===== src/rtl/fetch_pkg.sv =====
// fetch_pkg: types and default widths shared by the fetch stage.
//   fetch_state_t : run-control state of the fetch unit
//   fetch_act_t   : what the fetch stage does this cycle, decided by
//                   pc_next_calc and acted on by the register file in fetch_unit
package fetch_pkg;

    localparam int PC_W_DEF    = 8;
    localparam int INSTR_W_DEF = 9;

    typedef enum logic [1:0] {
        IDLE,
        RUN,
        HALTED
    } fetch_state_t;

    typedef enum logic [2:0] {
        ACT_HOLD,
        ACT_START,
        ACT_HALT,
        ACT_STALL,
        ACT_BRANCH,
        ACT_SEQ
    } fetch_act_t;

endpackage


===== src/rtl/fetch_unit_pc_next_calc.sv =====
// pc_next_calc: combinational next-PC and action selection for the fetch unit.
//   state         : current run-control state
//   start/start_addr, stall, branch_*, halt, ir_valid : control inputs
//   pc, ir_pc     : current fetch address and address of the IR contents
//   act           : winning action for this cycle, in priority order
//   pc_next       : PC value to load at the next edge
//   wrap          : a sequential fetch is stepping from the top address to 0
import fetch_pkg::*;

module pc_next_calc #(
    parameter int PC_W = PC_W_DEF
) (
    input  fetch_state_t    state,
    input  logic            start,
    input  logic [PC_W-1:0] start_addr,
    input  logic            stall,
    input  logic            branch_taken,
    input  logic            branch_rel,
    input  logic [PC_W-1:0] branch_target,
    input  logic            halt,
    input  logic            ir_valid,
    input  logic [PC_W-1:0] pc,
    input  logic [PC_W-1:0] ir_pc,
    output fetch_act_t      act,
    output logic [PC_W-1:0] pc_next,
    output logic            wrap
);

    always_comb begin
        act     = ACT_HOLD;
        pc_next = pc;
        wrap    = 1'b0;
        case (state)
            IDLE, HALTED: begin
                if (start) begin
                    act     = ACT_START;
                    pc_next = start_addr;
                end
            end
            RUN: begin
                if (halt && ir_valid) begin
                    act = ACT_HALT;
                end else if (stall) begin
                    act = ACT_STALL;
                end else if (branch_taken && ir_valid) begin
                    act = ACT_BRANCH;
                    // A PC_W-bit add of the two's-complement offset equals the
                    // sign-extended sum taken mod 2^PC_W; carry-out is dropped.
                    pc_next = branch_rel ? (ir_pc + branch_target) : branch_target;
                end else begin
                    act     = ACT_SEQ;
                    pc_next = pc + PC_W'(1);
                    wrap    = (pc == {PC_W{1'b1}});
                end
            end
            default: ;
        endcase
    end

endmodule


===== src/rtl/fetch_unit.sv =====
// fetch_unit: instruction fetch stage in front of a combinational instruction memory.
//   clk, rst_n     : clock, synchronous active-low reset
//   start/start_addr : begin execution (accepted in IDLE/HALTED only)
//   stall          : freeze PC and IR
//   branch_taken/branch_rel/branch_target : taken branch resolved on the IR
//   halt           : IR holds a halt instruction
//   pc             : registered fetch address
//   instr_in       : memory data for pc
//   ir/ir_pc/ir_valid : registered instruction, its address, and liveness
//   done           : program halted
//   wrap_err       : sticky, sequential fetch wrapped past the top address
//
// state  | meaning
// IDLE   | out of reset, waiting for start
// RUN    | fetching one instruction per cycle
// HALTED | halt retired, done asserted, waiting for start
import fetch_pkg::*;

module fetch_unit #(
    parameter int PC_W     = PC_W_DEF,
    parameter int INSTR_W  = INSTR_W_DEF,
    parameter int RESET_PC = 0
) (
    input  logic               clk,
    input  logic               rst_n,
    input  logic               start,
    input  logic [PC_W-1:0]    start_addr,
    input  logic               stall,
    input  logic               branch_taken,
    input  logic               branch_rel,
    input  logic [PC_W-1:0]    branch_target,
    input  logic               halt,
    output logic [PC_W-1:0]    pc,
    input  logic [INSTR_W-1:0] instr_in,
    output logic [INSTR_W-1:0] ir,
    output logic [PC_W-1:0]    ir_pc,
    output logic               ir_valid,
    output logic               done,
    output logic               wrap_err
);

    fetch_state_t       state, state_nx;
    fetch_act_t         act;
    logic [PC_W-1:0]    pc_next;
    logic               wrap;

    logic [INSTR_W-1:0] ir_nx;
    logic [PC_W-1:0]    ir_pc_nx;
    logic               ir_valid_nx;
    logic               done_nx;
    logic               wrap_err_nx;

    pc_next_calc #(
        .PC_W (PC_W)
    ) u_pc_next_calc (
        .state         (state),
        .start         (start),
        .start_addr    (start_addr),
        .stall         (stall),
        .branch_taken  (branch_taken),
        .branch_rel    (branch_rel),
        .branch_target (branch_target),
        .halt          (halt),
        .ir_valid      (ir_valid),
        .pc            (pc),
        .ir_pc         (ir_pc),
        .act           (act),
        .pc_next       (pc_next),
        .wrap          (wrap)
    );

    always_comb begin
        state_nx    = state;
        ir_nx       = ir;
        ir_pc_nx    = ir_pc;
        ir_valid_nx = ir_valid;
        done_nx     = done;
        wrap_err_nx = wrap_err;
        case (act)
            ACT_START: begin
                state_nx    = RUN;
                ir_valid_nx = 1'b0;
                done_nx     = 1'b0;
                wrap_err_nx = 1'b0;
            end
            ACT_HALT: begin
                state_nx    = HALTED;
                ir_valid_nx = 1'b0;
                done_nx     = 1'b1;
            end
            // The word fetched alongside the branch is simply not captured.
            ACT_BRANCH: ir_valid_nx = 1'b0;
            ACT_SEQ: begin
                ir_nx       = instr_in;
                ir_pc_nx    = pc;
                ir_valid_nx = 1'b1;
                wrap_err_nx = wrap_err | wrap;
            end
            default: ;
        endcase
    end

    always_ff @(posedge clk) begin
        if (!rst_n) begin
            state    <= IDLE;
            pc       <= PC_W'(RESET_PC);
            ir       <= '0;
            ir_pc    <= '0;
            ir_valid <= 1'b0;
            done     <= 1'b0;
            wrap_err <= 1'b0;
        end else begin
            state    <= state_nx;
            pc       <= pc_next;
            ir       <= ir_nx;
            ir_pc    <= ir_pc_nx;
            ir_valid <= ir_valid_nx;
            done     <= done_nx;
            wrap_err <= wrap_err_nx;
        end
    end

endmodule


===== config.mk =====
export PLATFORM = sky130hd
export DESIGN_NAME = fetch_unit
export DESIGN_NICKNAME = d
export VERILOG_FILES = /design/src/rtl/fetch_pkg.sv /design/src/rtl/fetch_unit_pc_next_calc.sv /design/src/rtl/fetch_unit.sv
export SDC_FILE = /design/constraint.sdc
export NUM_CORES = 1
export LEC_CHECK = 0
export CELL_PAD_IN_SITES_DETAIL_PLACEMENT = 1
export CELL_PAD_IN_SITES_GLOBAL_PLACEMENT = 2
export CORE_MARGIN = 2
export CORE_UTILIZATION = 24
export CTS_BUF_LIST = sky130_fd_sc_hd__clkbuf_4
export CTS_CLUSTER_SIZE = 16
export DETAILED_ROUTE_END_ITERATION = 8
export PLACE_DENSITY_LB_ADDON = 0.25
export SYNTH_ARGS = -nofsm -noshare
export SYNTH_HDL_FRONTEND = slang
export SYNTH_SLANG_ARGS = --single-unit

===== constraint.sdc =====
create_clock -name clk -period 1.6 [get_ports clk]
set_input_delay 0.24 -clock clk [delete_from_list [all_inputs] [get_ports clk]]
set_output_delay 0.24 -clock clk [all_outputs]
set_load 0.02 [all_outputs]

## After elaboration in Yosys (flattened, before gate mapping)

Cells that the tools add are included.

- Register bits after elaboration: 30
- Input bits: 32
- Output and inout bits: 28
- Logic and storage cells: 49

- Add/subtract/negate cells: 2
- Equal/unequal tests: 10
- Muxes and demuxes: 19
- Bitwise operators: 1
- Reduce and logical (&&, ||, !) cells: 10

Operators with widths:

| kind | number |
|---|---|
| 8-bit two-way mux | 5 |
| 8-bit one-hot mux with 2 select lines | 1 |
| 8-bit by 1-bit adder with 8-bit output (second input constant) | 1 |
| 8-bit adder | 1 |
| 8-bit == test (second input constant) | 1 |
| 2-bit nonzero test | 4 |
| 3-bit == test (second input constant) | 2 |
| 1-bit two-way mux | 6 |
| 3-bit two-way mux | 2 |
| 2-bit inequality test (second input constant) | 3 |
| 1-bit one-hot mux with 2 select lines | 3 |
| 3-bit one-hot mux with 2 select lines | 1 |
| 2-bit one-hot mux with 2 select lines | 1 |
| 4-bit AND reduction | 1 |
| 3-bit by 1-bit == test with 1-bit output (second input constant) | 1 |
| 3-bit by 2-bit == test with 1-bit output (second input constant) | 1 |
| 3-bit OR reduction | 1 |
| 2-bit by 1-bit == test with 1-bit output (second input constant) | 1 |
| 2-bit == test (second input constant) | 1 |
| 1-bit logical AND | 2 |
| 2-bit logical NOT | 1 |
| 2-bit OR reduction | 1 |
| 1-bit bitwise OR | 1 |

## Depth between registers and ports, before layout

- Word-level depth: 8
- Mapped depth: 9
- Mapped depth without buffers: 9

## Modules after synthesis

A second synthesis with hierarchy kept.

- Cell total of the unflattened synthesis: 239
- Area total of the unflattened synthesis: 2001.9 um2

Modules (own cells, without submodules):

| module | times used | cells each | area an instance (um2) | seq. area each (um2) |
|---|---|---|---|---|
| fetch_unit | 1 | 117 | 1131.1 | 580.6 |
| pc_next_calc | 1 | 122 | 870.8 | 0.0 |

## Worst setup path after synthesis

OpenSTA, ideal clock, no wires.

- Kind: reg2reg
- From: register ir_pc[0]
- To: register pc[4]
- Library setup time: 0.124 ns
- Data arrival time: 1.787 ns
- Required time: 1.476 ns
- Slack: -0.311 ns
- Stages on the path, launching flop included: 10
- Buffers on the path: 0
- Clock period less this slack: 1.911 ns
- Cell sequence: dfxtp_1 ha_1 inv_1 fa_1 nor2b_1 o31a_1 a211oi_1 a21o_1 o21ai_0 a31oi_1

- Cells in the longest elaborated chain, start to end: 6

Ends and longest elaborated chain:

| element | RTL line | source |
|---|---|---|
| from (decl) | fetch_unit.sv:36 | `output logic [PC_W-1:0] ir_pc,` |
| from (signal assigned) | fetch_unit.sv:116 | `ir_pc <= ir_pc_nx;` |
| 8-bit adder | fetch_unit_pc_next_calc.sv:49 | `pc_next = branch_rel ? (ir_pc + branch_target) : branch_target;` |
| 8-bit two-way mux | fetch_unit_pc_next_calc.sv:49 |  |
| 8-bit two-way mux | fetch_unit_pc_next_calc.sv:45 | `end else if (branch_taken && ir_valid) begin` |
| 8-bit two-way mux | fetch_unit_pc_next_calc.sv:43 | `end else if (stall) begin` |
| 8-bit two-way mux | fetch_unit_pc_next_calc.sv:41 | `if (halt && ir_valid) begin` |
| 8-bit one-hot mux with 2 select lines | fetch_unit_pc_next_calc.sv:33 | `case (state)` |
| to (signal assigned) | fetch_unit.sv:106 | `pc <= PC_W'(RESET_PC);` |
| to (signal assigned) | fetch_unit.sv:114 | `pc <= pc_next;` |
| to (decl) | fetch_unit.sv:33 | `output logic [PC_W-1:0] pc,` |

Every way passes these cells. The select of a mux whose other input is x is not followed.
A chain may end at the register's enable or synchronous reset.

## Final worst setup path

Same ends and word-level chain as after synthesis.

==> impl_metrics.tcl <==
set metrics [dict create \
    power_density_mw_per_mm2 659 \
    synth_area_leaders "dfxtp_1, mux2i_1, ha_1" \
    cts_tree "done" \
    drt-vias-per-instance 4.64 \
    synth_top_family_by_area "simple AND/OR/NAND/NOR gates" \
    n_antenna_cell 0 \
    dr.pass1.iters 4 \
    nFillCells 881 \
    synth_edf_count 0 \
    numCtsBuffers 5 \
    ys.flop_type "dfxtp_1" \
    grt_usage_pct 16.1 \
    avgSynthCellArea_um2 8.54 \
    routed.top_layer "met4" \
    dp.cells 410 \
    ys_seq_elements 29 \
    skew_ns 0.0111 \
    clk_pin_slew_worst_paths_ns 0.11 \
    drt_iter0_drc 33 \
    cts.sinks 29 \
    start_util_pct 24.4 \
    dr_wl_met2_um 2900 \
    synth_top_area_cell "dfxtp_1" \
    ys_seq_area_share_pct 33.1 \
    cts-root-buf "clkbuf_4" \
    cpPeakStageDelay_ns 0.38 \
    cp_max_fo 3 \
    syn2layout_area_growth_pct 76.9 \
    period_minus_slack_ns 1.81 \
    synth-async-reset-ratio_pct 0 \
    synth-simple-area-share_pct 21.4 \
    synthCells 205 \
    gp_congestion 0.757 \
    mostFrequentLayoutCell "buf_4" \
    worst_setup_path_end_kind "flop" \
    final_util_pct 43.2 \
    r2r_start "ir_pc[0]" \
    die_y_um 89.4 \
    antenna_found_initial 0 \
    drt-met1-wl_um 3040 \
    fin_ws_ns -0.214 \
    pin_count 60 \
    wl_per_cell_um 14.8 \
    max_freq_mhz 551 \
    grt_max_degree 15 \
    ctsHtreeMaxLevel 2 \
    maxSlewHeadroom_pct 75.7 \
    wirelength_um 6190 \
    startpoint_type "flop" \
    final-hold-violation-count 0 \
    min_from "start_addr[4]" \
    drc 0 \
    irDropWorstVdd_mv 0.217 \
    multi_input_area_mm2 0.00127 \
    setup_viol 6 \
    grt_pass1_wl_um 9810 \
    core_area_mm2 0.00718 \
    ant_nets 0 \
    synth_top_cell_area_share_pct 33.1 \
    place_area_mm2 0.00296 \
    crit_slowest_cell "dfxtp_4" \
    nets 360 \
    synth_fp_nets 246 \
    r2r-end "pc[4]" \
    final_area_mm2 0.00310 \
    leakage_nw 1.43 \
    synth_xor_area_share_pct 3.50 \
    min_path_type "primary input to flop" \
    finalCritPeriodShare_pct 113 \
    die-area_mm2 0.00800 \
    synthDistinctLibCells 46 \
    r2r_cells 9 \
    grt_pass1_vias 2030 \
    seq_area_um2 602 \
    final_cell_mix "buf_4, clkdlybuf4s50_1, dfxtp_1, dlygate4sd2_1, mux2i_1" \
    stdcell_count 419 \
    num_rows 31 \
    hpwl_um 4950 \
    muxShareOfSynthArea_pct 10.9 \
    grt_overflow_total 0 \
    synth_adder_area_share_pct 6.86 \
    path_class "flop to flop" \
    rsz0062_at_grt "true" \
    cts_hold_buf 0 \
    route.met3.wl_um 159 \
    io_buffers 59 \
    critPathRequiredTime_ns 1.84 \
    path_cells "ha_4, inv_2, fa_2, nor2b_4, o31a_1, a211oi_2, a21o_1, o21ai_1, a31oi_1" \
    cts_buffer_depth 2 \
    yosysWarnings 0 \
    synth_area_mm2 0.00175 \
    drv_cap 0 \
    dieWidth_um 89.4 \
    num_vias 1943 \
    endpoint "pc[4]" \
    worst_slew_pin_slew_ns 0.363 \
    cp_data_arrival_time_ns 2.05 \
    synth-compound-area-share_pct 20.9 \
    crit_path_start "ir_pc[0]" \
    final_layout_size_suffix_gt1_share_pct 30.3 \
    whs_ns 0.471 \
    slew_violations 0 \
    clk-insertion-delay-late_ns 0.34 \
    violations "negative setup slack" \
    rrSetupSlack_ns -0.21 \
    outcome "finished with violations" \
]
kinds of logic after synthesis:
logic type,after synthesis
xor gates and xnor gates,7
DFF,29
and+or+nand+nor,72
muxes,19
adders and majority gates,9
AOI/OAI and AO/OA,55
buffers and inverters,14
through the flow:
step	setup TNS, ns	worst slack [ns]	power, mW
2_1_floorplan	-0.351	-0.142	1.08
3_3_place_gp	-4.75	-0.628	1.42
3_5_place_dp	-5.37	-0.663	1.43
4_1_cts	-1.06	-0.208	2.06
5_1_grt	-1.50	-0.283	2.16
6_report	-1.01	-0.214	2.04
cell usage after synthesis (2+ instances only):
cell and number:
a211oi_1 9, a21o_1 3, a21oi_1 11, a22oi_1 2, a31oi_1 3, buf_2 2, clkbuf_1 4, dfxtp_1 29
ha_1 8, inv_1 6, mux2i_1 19, nand2_1 13, nand2_2 2, nand2b_1 3, nand3_1 4, nand3b_1 2
nand4_1 2, nor2_1 20, nor2b_1 15, nor3_1 3, o21ai_0 13, o22ai_1 2, o311a_1 2, xor2_1 6
worst max-delay path: cells and delay by family (launching register included):
kind / cells / cell delay [ns]
and+or+nand+nor: 1 / 0.16
DFF: 1 / 0.38
adders and majority gates: 2 / 0.51
AOI/OAI and AO/OA: 5 / 0.64
buffers and inverters: 1 / 0.04
sequential cells by signal, indices dropped and copies added (netlist names):
| signal | flops |
|---|---|
| done | 1 |
| ir | 9 |
| ir_pc | 8 |
| ir_valid | 1 |
| pc | 8 |
| state | 1 |
| wrap_err | 1 |
metal layers:
| layer | vias to the layer above | track usage (%) |
|---|---|---|
| met3 | 8 | 2.22 |
| met5 | - | 0 |
| met1 | 932 | 21.7 |
| li1 | 968 | - |
| met4 | 0 | 5.29 |
| met2 | 35 | 26.4 |
report_power, final:
group | leakage (nW) | switching, mW | total, mW | internal (mW)
registers | 0.242 | 0.0360 | 0.791 | 0.755
logic | 1.14 | 0.289 | 0.618 | 0.329
clock network | 0.0433 | 0.290 | 0.632 | 0.342
total | 1.43 | 0.614 | 2.04 | 1.43
layout make-up:
class / count / share of cell area (%)
repair buffers: 114 / 32.1
clock buffers: 6 / 1.45
well taps: 99 / 4.00
inverters: 7 / 0.848
flip-flops and latches: 29 / 19.4
clock inverters: 2 / 1.09
multi-input cells: 162 / 41.1
timing repair:
item / 4_1_cts / 5_1_grt
gates cloned: 0 / 0
gates resized for setup: 28 / 14
endpoints found under the setup margin: 23 / 15
setup buffers: 0 / 1
pin swaps: 10 / 12
hold endpoints to repair: 0 / 0
worst min path at each step:
stage                     slack, ns        to  cells past startpoint
after floorplan                0.35  state[0]                      1
after global placement         0.46  wrap_err                      2
after detailed placement       0.46  wrap_err                      2
after CTS                      0.46     pc[4]                      3
after global routing           0.49     pc[4]                      3
final                          0.47     pc[4]                      3
(Power assumes the default switching activity.)
